[config.mk]
export PLATFORM = sky130hd
export DESIGN_NAME = inst_fetch_unit
export DESIGN_NICKNAME = d
export VERILOG_FILES = /design/src/rtl/cpu_pkg.sv /design/src/rtl/fetch_skid_fifo.sv /design/src/rtl/inst_fetch_unit.sv
export SDC_FILE = /design/constraint.sdc
export NUM_CORES = 1
export LEC_CHECK = 0
export CAP_MARGIN = 20
export CORE_MARGIN = 2
export CORE_UTILIZATION = 54
export CTS_CLUSTER_SIZE = 40
export DETAILED_ROUTE_END_ITERATION = 8
export PLACE_DENSITY_LB_ADDON = 0.12
export SYNTH_ARGS = -nofsm -noshare
export SYNTH_HDL_FRONTEND = slang
export SYNTH_SLANG_ARGS = --single-unit
export TNS_END_PERCENT = 50
[constraint.sdc]
create_clock -name clk -period 3.75 [get_ports clk]
set_input_delay 0.375 -clock clk [delete_from_list [all_inputs] [get_ports clk]]
set_output_delay 0.375 -clock clk [all_outputs]
set_load 0.01 [all_outputs]
[src/rtl/cpu_pkg.sv]
// Shared CPU front-end types: instruction/PC words, the fetch buffer
// entry bundle, reset PC and word-alignment helper.
package cpu_pkg;

    localparam int INST_W = 32;

    typedef logic [INST_W-1:0] inst_t;
    typedef logic [31:0]       pc_t;

    localparam pc_t   FETCH_RESET_PC = 32'h0000_0000;
    localparam inst_t ZERO_INST      = 32'h0000_0000;

    // One buffered instruction with the byte address it was fetched from.
    typedef struct packed {
        inst_t inst;
        pc_t   pc;
    } fetch_entry_t;

    // Clear the byte-offset bits of an address.
    function automatic pc_t word_align(input pc_t a);
        return a & ~32'h3;
    endfunction

endpackage

[src/rtl/fetch_skid_fifo.sv]
// Two-entry skid buffer between fetch and decode; entry 0 is always the
// head, so the head holds stable while no pop occurs.
// Ports:
//   clk, rst        - clock, synchronous active-high reset
//   push/push_entry - write one {inst, pc} entry
//   pop             - remove the head (ignored when empty)
//   flush           - drop all entries (wins over push/pop)
//   occ             - number of valid entries (0..2)
//   head_valid/head - head entry and its valid flag
module fetch_skid_fifo
    import cpu_pkg::*;
(
    input  logic         clk,
    input  logic         rst,
    input  logic         push,
    input  fetch_entry_t push_entry,
    input  logic         pop,
    input  logic         flush,
    output logic [1:0]   occ,
    output logic         head_valid,
    output fetch_entry_t head
);

    fetch_entry_t entry0_q, entry0_d;
    fetch_entry_t entry1_q, entry1_d;
    logic [1:0]   occ_q, occ_d;
    logic         pop_i;

    assign pop_i = pop && (occ_q != 2'd0);

    always_comb begin
        entry0_d = entry0_q;
        entry1_d = entry1_q;
        occ_d    = occ_q;
        if (flush) begin
            occ_d = 2'd0;
        end else begin
            unique case ({push, pop_i})
                2'b10: begin
                    if (occ_q == 2'd0) entry0_d = push_entry;
                    else               entry1_d = push_entry;
                    occ_d = occ_q + 2'd1;
                end
                2'b01: begin
                    entry0_d = entry1_q;
                    occ_d    = occ_q - 2'd1;
                end
                2'b11: begin
                    if (occ_q == 2'd1) begin
                        entry0_d = push_entry;
                    end else begin
                        entry0_d = entry1_q;
                        entry1_d = push_entry;
                    end
                end
                default: ;
            endcase
        end
    end

    always_ff @(posedge clk) begin
        if (rst) begin
            entry0_q <= '0;
            entry1_q <= '0;
            occ_q    <= 2'd0;
        end else begin
            entry0_q <= entry0_d;
            entry1_q <= entry1_d;
            occ_q    <= occ_d;
        end
    end

    // Fetch credit accounting must never push into a full buffer.
    a_no_overflow: assert property (@(posedge clk) disable iff (rst)
        !(push && !pop_i && !flush && occ_q == 2'd2));

    assign occ        = occ_q;
    assign head_valid = (occ_q != 2'd0);
    assign head       = entry0_q;

endmodule

[src/rtl/inst_fetch_unit.sv]
// Instruction fetch front end: PC, ROM address issue, one-cycle ROM
// latency tracking, credit-based issue into a 2-entry output buffer and
// branch redirects. Optional macro FETCH_ZERO_HALT_EN stops fetch on a
// returned all-zero word and adds the halted output.
// Ports:
//   clk, rst                   - clock, synchronous active-high reset
//   rom_addr / rom_data        - synchronous ROM read port
//   redirect_valid/redirect_pc - one-cycle redirect to a new target
//   inst_valid/inst/inst_pc    - head of buffer to decode
//   inst_ready                 - decode accepts the head
//   halted                     - fetch stopped (FETCH_ZERO_HALT_EN only)
module inst_fetch_unit
    import cpu_pkg::*;
#(
    parameter pc_t RESET_PC = FETCH_RESET_PC,
    parameter int  ROM_AW   = 6
) (
    input  logic              clk,
    input  logic              rst,
    output logic [ROM_AW-1:0] rom_addr,
    input  logic [31:0]       rom_data,
    input  logic              redirect_valid,
    input  logic [31:0]       redirect_pc,
    output logic              inst_valid,
    output logic [31:0]       inst,
    output logic [31:0]       inst_pc,
    input  logic              inst_ready
`ifdef FETCH_ZERO_HALT_EN
    ,
    output logic              halted
`endif
);

    pc_t  pc_q, pc_d;
    pc_t  inflight_pc_q, inflight_pc_d;
    logic inflight_q, inflight_d;

    pc_t          fetch_pc;
    logic         pop;
    logic         ret_valid;
    logic         push;
    logic         issue;
    logic         credit_ok;
    logic         halt_blk;
    logic [1:0]   occ;
    fetch_entry_t push_entry;
    fetch_entry_t head;

`ifdef FETCH_ZERO_HALT_EN
    logic halted_q, halted_d;
    logic halt_now;
`endif

    always_comb begin
        pop       = inst_valid && inst_ready;
        fetch_pc  = redirect_valid ? word_align(redirect_pc) : pc_q;
        rom_addr  = ROM_AW'(fetch_pc >> 2);
        // Data for a read issued before a redirect is stale.
        ret_valid = inflight_q && !redirect_valid;
`ifdef FETCH_ZERO_HALT_EN
        halt_now  = ret_valid && (rom_data == ZERO_INST);
        halt_blk  = halted_q || halt_now;
        push      = ret_valid && !halt_now;
        halted_d  = halted_q;
        if (redirect_valid) halted_d = 1'b0;
        else if (halt_now)  halted_d = 1'b1;
`else
        halt_blk  = 1'b0;
        push      = ret_valid;
`endif
        // Buffered + in flight - leaving must leave room for one more.
        credit_ok = ({1'b0, occ} + {2'b00, inflight_q})
                    < (3'd2 + {2'b00, pop});
        issue     = redirect_valid || (credit_ok && !halt_blk);

        pc_d          = pc_q;
        inflight_pc_d = inflight_pc_q;
        inflight_d    = issue;
        if (issue) begin
            inflight_pc_d = fetch_pc;
            pc_d          = fetch_pc + 32'd4;
        end

        push_entry.inst = rom_data;
        push_entry.pc   = inflight_pc_q;
    end

    always_ff @(posedge clk) begin
        if (rst) begin
            pc_q          <= RESET_PC;
            inflight_pc_q <= '0;
            inflight_q    <= 1'b0;
        end else begin
            pc_q          <= pc_d;
            inflight_pc_q <= inflight_pc_d;
            inflight_q    <= inflight_d;
        end
    end

`ifdef FETCH_ZERO_HALT_EN
    always_ff @(posedge clk) begin
        if (rst) halted_q <= 1'b0;
        else     halted_q <= halted_d;
    end

    assign halted = halted_q;
`endif

    fetch_skid_fifo u_fifo (
        .clk        (clk),
        .rst        (rst),
        .push       (push),
        .push_entry (push_entry),
        .pop        (pop),
        .flush      (redirect_valid),
        .occ        (occ),
        .head_valid (inst_valid),
        .head       (head)
    );

    assign inst    = head.inst;
    assign inst_pc = head.pc;

endmodule
==> results of run 1 <==
## critical path, cell delays in order, from the launching register on
cell      delay, ns
dfxtp_1        0.41
inv_1          0.07
ha_1           0.23
inv_1          0.07
nand2_1        0.16
inv_1          0.20
ha_1           0.26
a21oi_1        0.12
nor2_4         0.40
buf_4          0.51
a22oi_1        0.23
a211oi_1       0.30
## synth_stat cells (all sizes together) (2+ instances only)
library cell | number | area, sq um
clkbuf | 65 | 244
ha | 8 | 100
mux2 | 5 | 56.3
xnor2 | 18 | 158
a211oi | 86 | 651
xor2 | 20 | 175
o22ai | 5 | 31.3
nand3 | 25 | 125
a21oi | 92 | 460
a221oi | 3 | 43.8
and3 | 2 | 12.5
nor2 | 116 | 435
nand2 | 206 | 773
o211a | 2 | 20.0
nand4 | 14 | 115
dfxtp | 187 | 3740
nand4b | 7 | 76.3
mux2i | 14 | 140
and2 | 4 | 25.0
o21ai | 12 | 60.1
or3 | 2 | 12.5
inv | 14 | 52.6
buf | 23 | 133
nor3 | 12 | 71.3
a311oi | 10 | 87.6
a21o | 2 | 15.0
nand3b | 5 | 37.5
a22oi | 65 | 488
## layout make-up
class	instances	area (sq um)	share of cell area
Inverter	14	52.6	0.00498
Sequential cell	187	3740	0.355
Clock buffer	18	429	0.0407
Clock inverter	14	181	0.0172
Tap cell	211	264	0.0250
Timing Repair Buffer	156	1550	0.147
Multi-Input combinational cell	751	4320	0.410
## cells by family after synthesis
logic type,Yosys count,synth area share
compound gates,286,0.228
flops,187,0.442
buf+inv,102,0.0507
fa+ha+maj,8,0.0118
other cells,1,0.000443
mux,19,0.0232
simple gates,398,0.205
xor+xnor,38,0.0393
## placed cells by master (no fill, tap or decap), types with 3 or more instances in the layout
cell             Yosys  layout
nor3_1              11      11
nand4_1             11      11
nand3_1             25      25
a311oi_1            10      10
nor2_1             116     115
inv_6                0       7
mux2i_1             14      14
a21oi_1             92      91
nand3b_1             5       5
nand2_1            206     205
a211oi_1            85      85
clkdlybuf4s50_1      0     132
xor2_1              20      20
dfxtp_1            187     187
mux2_2               5       5
nand4b_1             6       6
ha_1                 8       8
bufinv_16            0       3
xnor2_1             18      18
buf_12               0       4
clkinvlp_4           0       4
a22oi_1             65      65
clkbuf_16            0      17
buf_4                9      19
o22ai_1              5       5
and2_1               4       4
o21ai_0             12      12
inv_1               14      14
## worst max path at each step
stage,startpoint,endpoint,slack (ns)
after global routing,u_fifo.occ[0],u_fifo.head[6],0.38
after floorplan,redirect_valid,pc_q[30],0.50
final,u_fifo.occ[0],u_fifo.head[6],0.66
after global placement,redirect_pc[2],pc_q[30],0.61
after detailed placement,redirect_pc[3],pc_q[30],0.59
after CTS,u_fifo.occ[0],u_fifo.head[6],0.68
## report_power, final
| group | switching, mW | total [mW] | leakage (nW) | internal (mW) |
|---|---|---|---|---|
| clock | 0.801 | 1.86 | 0.285 | 1.06 |
| sequential | 0.0996 | 2.22 | 1.53 | 2.12 |
| combinational | 0.408 | 0.774 | 1.98 | 0.366 |
## metal layers
metal  vias up  track usage  part of all wire
li1       3851            -                 -
met1      3542        0.394              0.49
met2       252        0.380              0.44
met3        23       0.0434             0.058
met4         0       0.0710             0.015
met5         -            0                 0
## sequential cells by signal (all words and copies together), names as in the netlist
register and cells:
u_fifo.occ 2, u_fifo.entry1_q 62, inflight_pc_q 30, inflight_q 1, u_fifo.head 62, pc_q 30
## per-stage QoR
| step | hold slack (ns) | util |
|---|---|---|
| 2_1_floorplan | 0.431 | - |
| 3_3_place_gp | 0.441 | 0.651 |
| 3_5_place_dp | 0.447 | 0.651 |
| 4_1_cts | 0.342 | 0.691 |
| 5_1_grt | 0.359 | 0.691 |
| 6_report | 0.349 | 0.691 |
==> impl_metrics.tcl, run 1 <==
set metrics [dict create \
    avgSynthCellArea_sq_um 8.15 \
    path_class "flip-flop to flip-flop" \
    cp-end-kind "flip-flop" \
    track_usage 0.259 \
    leakagePower_nw 3.80 \
    power_mw 4.86 \
    r2r_end "u_fifo.head[6]" \
    cts_setup_buffers 0 \
    io_buffers 134 \
    ys_types 52 \
    placed_area_sq_um 9930 \
    final_cells 1351 \
    timing.fmax_ghz 0.324 \
    tightest_slew_ns 0.858 \
    placementRows 45 \
    clock-sinks 187 \
    slew_headroom 0.428 \
    rsz0062_at_grt "false" \
    design.portCount 139 \
    ys_async_sr_fraction 0 \
    drc 0 \
    routabilityCongestion 0.875 \
    synth_cells 1039 \
    drt-total-wl_microns 21400 \
    fin_crit_sh 0.824 \
    antenna_found_initial 0 \
    start_kind "flip-flop" \
    critPathMaxFanout 42 \
    p_per_area_nw_per_um2 461 \
    synth_seq_cells 187 \
    r2r-start "u_fifo.occ[0]" \
    synth_edf_count 0 \
    hold_viol 0 \
    cts_root_buf "clkbuf_16" \
    ys_warn_count 0 \
    post_cts_resized 0 \
    vdd_ir_drop_max_mv 0.409 \
    fill_cells 1286 \
    syn_area_sq_um 8470 \
    clk_pin_slew_ns 0.07 \
    period_needed_ns 3.09 \
    required_ns 4.08 \
    setup_viol_count_final 0 \
    cts_buffer_depth 2 \
    dp_slack_ns 0.589 \
    dr.first_iter.drc_count 738 \
    antenna_cells 0 \
    grt-ovfl-total 0 \
    max-cap-violations 0 \
    slew_viol_final 0 \
    die_x_microns 129 \
    grt_pass1_wl_microns 34700 \
    h-tree-depth 4 \
    clock_latency_ns 0.44 \
    grt_start_max_net_pins 179 \
    setup_slack_ns 0.659 \
    worstHoldPathCells 3 \
    yosysSeqAreaShare 0.442 \
    fin_area_sq_um 10500 \
    die-height_microns 129 \
    layout-area-overhead-vs-synth_pct 24.5 \
    antenna_left 0 \
    r2r_slack_ns 0.66 \
    start_util 0.555 \
    setup-tns-final_ns 0 \
    die-area_sq_um 16700 \
    viasPerCell 5.68 \
    arrival_ns 3.43 \
    hpwl_microns 13800 \
    dp.cells 1319 \
    run_status "finished, final reports clean" \
    core_area_sq_um 15300 \
    synth_flop_cell "dfxtp_1" \
    fin_nets 1203 \
    r2r.worst_path.cells 11 \
    wl_per_cell_microns 15.8 \
    hold_end "pc_q[9]" \
    cts_buffers 17 \
    holdBufCountCts 0 \
    via_count 7668 \
    drive_gt1_frac 0.0640 \
    drtPass1Iterations 5 \
    skew_ns 0.00937 \
    grt_pass1_vias 6793 \
    min_from "rst" \
    hp-class "input pin to flip-flop" \
    cts_tree "built" \
]
No activity file was read; power rests on OpenSTA's default activity.
==> run 2: changes to the inputs <==
- clock period: 3.75 -> 3.2 ns (I/O delays scaled with it)
==> run 2 against run 1 <==
Fmax up 17%. Design area up 0.59%. Clock power up 9%. Combinational power up 17%. Final cell count up 0.30%. Register-to-register slack worse by 0.10 ns. Clock skew up 0.00061 ns. Utilization up 0.41 points. Global-route usage down 0.61 points. Hold slack worse by 0.011 ns. Sequential power up 17%. Highest routed layer unchanged.
==> impl_metrics.tcl, run 2 (synthesis results as in run 1) <==
set metrics [dict create \
    period_needed_ns 2.64 \
    track_usage 0.253 \
    die-area_sq_um 16700 \
    antenna_found_initial 0 \
    start_kind "flip-flop" \
    setup_slack_ns 0.558 \
    post_cts_resized 0 \
    placed_area_sq_um 10000 \
    fin_nets 1207 \
    drtPass1Iterations 5 \
    ff_latch_area_sq_um 3740 \
    final_cell_mix "nand2_1, dfxtp_1, clkdlybuf4s50_1" \
    setup-tns-final_ns 0 \
    wl_per_cell_microns 15.4 \
    critPathMaxFanout 14 \
    setup_viol_count_final 0 \
    grt-ovfl-total 0 \
    via_count 7584 \
    die-height_microns 129 \
    cp-startpoint "u_fifo.occ[0]" \
    timing.fmax_ghz 0.379 \
    cts_root_buf "clkbuf_16" \
    cts_tree "built" \
    fin_crit_sh 0.826 \
    viasPerCell 5.60 \
    cts_buffer_depth 2 \
    hold_viol 0 \
    final_common_cell "nand2_1" \
    cts_buffers 17 \
    design.portCount 139 \
    drt-total-wl_microns 20900 \
    grt_start_max_net_pins 138 \
    fin_area_sq_um 10600 \
    path_class "flip-flop to flip-flop" \
    dp.cells 1323 \
    slew_headroom 0.584 \
    routabilityCongestion 0.881 \
    h-tree-depth 4 \
    dp_slack_ns 0.354 \
    drive_gt1_frac 0.0682 \
    hpwl_microns 14200 \
    run_status "finished, final reports clean" \
    drc 0 \
    layout-area-overhead-vs-synth_pct 25.2 \
    cts_setup_buffers 0 \
    min_from "rst" \
    io_buffers 134 \
    placementRows 45 \
    final_cells 1355 \
    fill_cells 1260 \
    holdBufCountCts 0 \
    cpPeakStageDelay_ns 0.40 \
    dr.first_iter.drc_count 681 \
    clock_latency_ns 0.43 \
    crit_top_cell "inv_1" \
    start_util 0.555 \
    clk_pin_slew_ns 0.07 \
    antenna_left 0 \
    postLayoutCoreUtil 0.695 \
    cp_cell_sequence "inv_1 > ha_1 > inv_1 > nand2_1 > inv_1 > ha_1 > a21oi_1 > nor2_4 > buf_12 > a22oi_1 > a211oi_1" \
    core_area_sq_um 15300 \
    die_x_microns 129 \
    cp_slowest_cell "dfxtp_1" \
    clock-sinks 187 \
    power_mw 5.54 \
    fin_hold_ws_ns 0.339 \
    skew_ns 0.00998 \
    arrival_ns 2.98 \
    required_ns 3.54 \
    p_per_area_nw_per_um2 523 \
    leakagePower_nw 3.83 \
    antenna_cells 0 \
    vdd_ir_drop_max_mv 0.366 \
    grt_pass1_vias 6709 \
    tightest_slew_ns 0.607 \
    r2r-start "u_fifo.occ[0]" \
    hp-class "input pin to flip-flop" \
    multi_input_area_sq_um 4320 \
    cp-end-kind "flip-flop" \
    rsz0062_at_grt "false" \
    max-cap-violations 0 \
    grt_pass1_wl_microns 34100 \
    slew_viol_final 0 \
]
==> run 2: cell types whose count changed in the layout (fill, tap and decap cells not counted), sizes merged <==
cell,previous run,this run
buf,24,28
clkinvlp,4,3
bufinv,3,0
clkinv,0,3
inv,21,22
==> run 2: routing by layer <==
layer | global-route usage | share of wire | wire, microns
met4 | 0.0652 | 0.011 | 236
met2 | 0.369 | 0.43 | 9090
met3 | 0.0359 | 0.065 | 1350
met5 | 0 | 0 | 0
met1 | 0.391 | 0.49 | 10200
==> run 2: final timing paths <==
path	cells after the start	to	slack, ns
max	11	u_fifo.head[3]	0.56
min reg2reg	2	pc_q[30]	0.45
max reg2reg	11	u_fifo.head[3]	0.56
min	2	inflight_pc_q[10]	0.34
==> run 2: critical path: cells and delay by family, from the launching register on <==
kind	cells	cell delay, ns
AND/OR/NAND/NOR	2	0.57
adder cells (fa/ha/maj)	2	0.48
flip-flops	1	0.40
buffers and inverters	4	0.56
AO/OA/AOI/OAI	3	0.54
==> run 2: layout make-up <==
| cell class | count | share of cell area |
|---|---|---|
| multi-input combinational | 751 | 0.408 |
| clock inverter | 14 | 0.0122 |
| timing repair buffer | 160 | 0.156 |
| clock buffer | 18 | 0.0414 |
| tap | 211 | 0.0249 |
| inverter | 14 | 0.00495 |
| sequential | 187 | 0.353 |
==> run 2: power breakdown <==
group | switching [mW] | total (mW) | internal [mW] | leakage [nW]
registers | 0.115 | 2.60 | 2.49 | 1.53
clock network | 0.982 | 2.03 | 1.05 | 0.272
logic | 0.475 | 0.909 | 0.434 | 2.02
==> run 3: changes to the inputs <==
- clock period: 3.2 -> 2.76 ns (I/O delays scaled with it)
==> run 3 against run 2 <==
Utilization up 1.8 points. Sequential share of layout area down 0.91 points. Sequential cell count unchanged. Clock skew about the same. Setup slack worse by 0.28 ns. Combinational power up 22%. Power up 19%. Routed wire length up 3.3%. Sequential power up 16%.
==> impl_metrics.tcl, run 3 (synthesis results as in run 1) <==
set metrics [dict create \
    antenna_left 0 \
    vdd_ir_drop_max_mv 0.499 \
    hpwl_microns 15000 \
    grt-ovfl-total 0 \
    die-height_microns 129 \
    cts_setup_buffers 0 \
    period_needed_ns 2.48 \
    final_cell_mix "nand2_1, dfxtp_1, clkdlybuf4s50_1" \
    viasPerCell 5.63 \
    clock_latency_ns 0.44 \
    cts_root_buf "clkbuf_16" \
    die_x_microns 129 \
    core_area_sq_um 15300 \
    tightest_slew_ns 0.694 \
    start_kind "flip-flop" \
    cts_tree "built" \
    hold_viol 0 \
    slew_headroom 0.524 \
    busiest_layer "met1" \
    crit_top_cell "inv_1" \
    use_met2 0.375 \
    min_from "rst" \
    placementRows 45 \
    power_mw 6.61 \
    path_class "flip-flop to flip-flop" \
    drtPass1Iterations 5 \
    slew_viol_final 0 \
    fin_crit_sh 0.898 \
    layout-area-overhead-vs-synth_pct 28.5 \
    cts_buffers 17 \
    antenna_found_initial 0 \
    io_buffers 134 \
    drive_gt1_frac 0.0904 \
    track_usage 0.256 \
    clock-sinks 187 \
    drc 0 \
    antenna_cells 0 \
    cpPeakStageDelay_ns 0.41 \
    required_ns 3.13 \
    worstHoldPathCells 2 \
    design.portCount 139 \
    skew_ns 0.00998 \
    critPathMaxFanout 25 \
    routabilityCongestion 0.899 \
    cts_buffer_depth 2 \
    r2r_end "u_fifo.entry1_q[52]" \
    grt_start_max_net_pins 61 \
    setup_viol_count_final 0 \
    grt_use_met1 0.385 \
    via_count 7784 \
    die-area_sq_um 16700 \
    post_cts_resized 0 \
    rsz0062_at_grt "false" \
    fill_cells 1220 \
    start_util 0.555 \
    max-cap-violations 0 \
    dr.first_iter.drc_count 636 \
    hold_end "inflight_pc_q[10]" \
    drt-total-wl_microns 21600 \
    grt_pass1_vias 6789 \
    met3_usage 0.0421 \
    leakagePower_nw 3.98 \
    cp_slowest_cell "o211a_2" \
    hp-class "input pin to flip-flop" \
    arrival_ns 2.85 \
    h-tree-depth 4 \
    wl_per_cell_microns 15.6 \
    timing.fmax_ghz 0.403 \
    final_common_cell "nand2_1" \
    cp-end-kind "flip-flop" \
    p_per_area_nw_per_um2 607 \
    fin_nets 1235 \
    r2r_slack_ns 0.28 \
    cp_cell_sequence "inv_1 > ha_1 > inv_1 > nand2_1 > inv_1 > ha_1 > a21oi_1 > o211a_2 > buf_12 > nand2_1 > a21oi_1" \
    grt_pass1_wl_microns 34400 \
    holdBufCountCts 0 \
    clk_pin_slew_ns 0.08 \
    r2r.worst_path.cells 11 \
    r2r-start "u_fifo.occ[1]" \
    setup-tns-final_ns 0 \
    run_status "finished, final reports clean" \
]
## run 3: changes by cell type in the layout (fill, tap and decap cells not counted), sizes merged
cell / previous run / this run
clkinvlp: 3 / 0
clkinv: 3 / 6
buf: 28 / 56
inv: 22 / 21
bufinv: 0 / 1
## run 3: worst max-delay path: cells and delay by family, from the launching register on
kind | cells | cell delay (ns)
simple gates | 2 | 0.29
buf+inv | 4 | 0.55
compound gates | 3 | 0.75
flops | 1 | 0.32
fa+ha+maj | 2 | 0.48
## run 3: worst max path at each step
stage	startpoint	end	slack, ns	cells past startpoint
2_1_floorplan	redirect_valid	u_fifo.head[10]	0.02	13
3_3_place_gp	redirect_pc[4]	pc_q[23]	0.19	8
3_5_place_dp	redirect_pc[4]	pc_q[23]	0.16	8
4_1_cts	u_fifo.occ[1]	u_fifo.entry1_q[52]	0.28	11
5_1_grt	u_fifo.occ[0]	u_fifo.head[3]	0.06	11
6_report	u_fifo.occ[1]	u_fifo.entry1_q[52]	0.28	11
## run 3: final cells by class
type	instances	area, sq um	area share
multi-input combinational	751	4350	0.399
sequential	187	3740	0.344
timing repair buffer	188	1880	0.172
clock buffer	18	429	0.0394
tap	211	264	0.0243
clock inverter	14	171	0.0157
inverter	14	52.6	0.00483
## run 3: layer usage
metal | vias to the layer above | wire (microns)
met2 | 235 | 9650
met3 | 24 | 1240
li1 | 3911 | -
met1 | 3614 | 10400
met4 | 0 | 288
met5 | - | 0
## run 3: report_power, final
| group | total, mW | leakage, nW | switching (mW) | internal, mW |
|---|---|---|---|---|
| clock network | 2.48 | 0.294 | 1.18 | 1.30 |
| registers | 3.02 | 1.53 | 0.135 | 2.88 |
| logic | 1.11 | 2.16 | 0.565 | 0.545 |
| total | 6.61 | 3.98 | 1.88 | 4.73 |
## run 3: metrics by stage
| step | setup slack [ns] | hold WS, ns | cells | utilization | instance area, sq um |
|---|---|---|---|---|---|
| after floorplan | 0.0157 | 0.412 | 1040 | - | 8510 |
| after global placement | 0.193 | 0.441 | 1351 | 0.674 | 10300 |
| after detailed placement | 0.158 | 0.447 | 1351 | 0.674 | 10300 |
| after CTS | 0.284 | 0.211 | 1383 | 0.713 | 10900 |
| after global routing | 0.0608 | 0.230 | 1383 | 0.713 | 10900 |
| final | 0.281 | 0.224 | 1383 | 0.713 | 10900 |
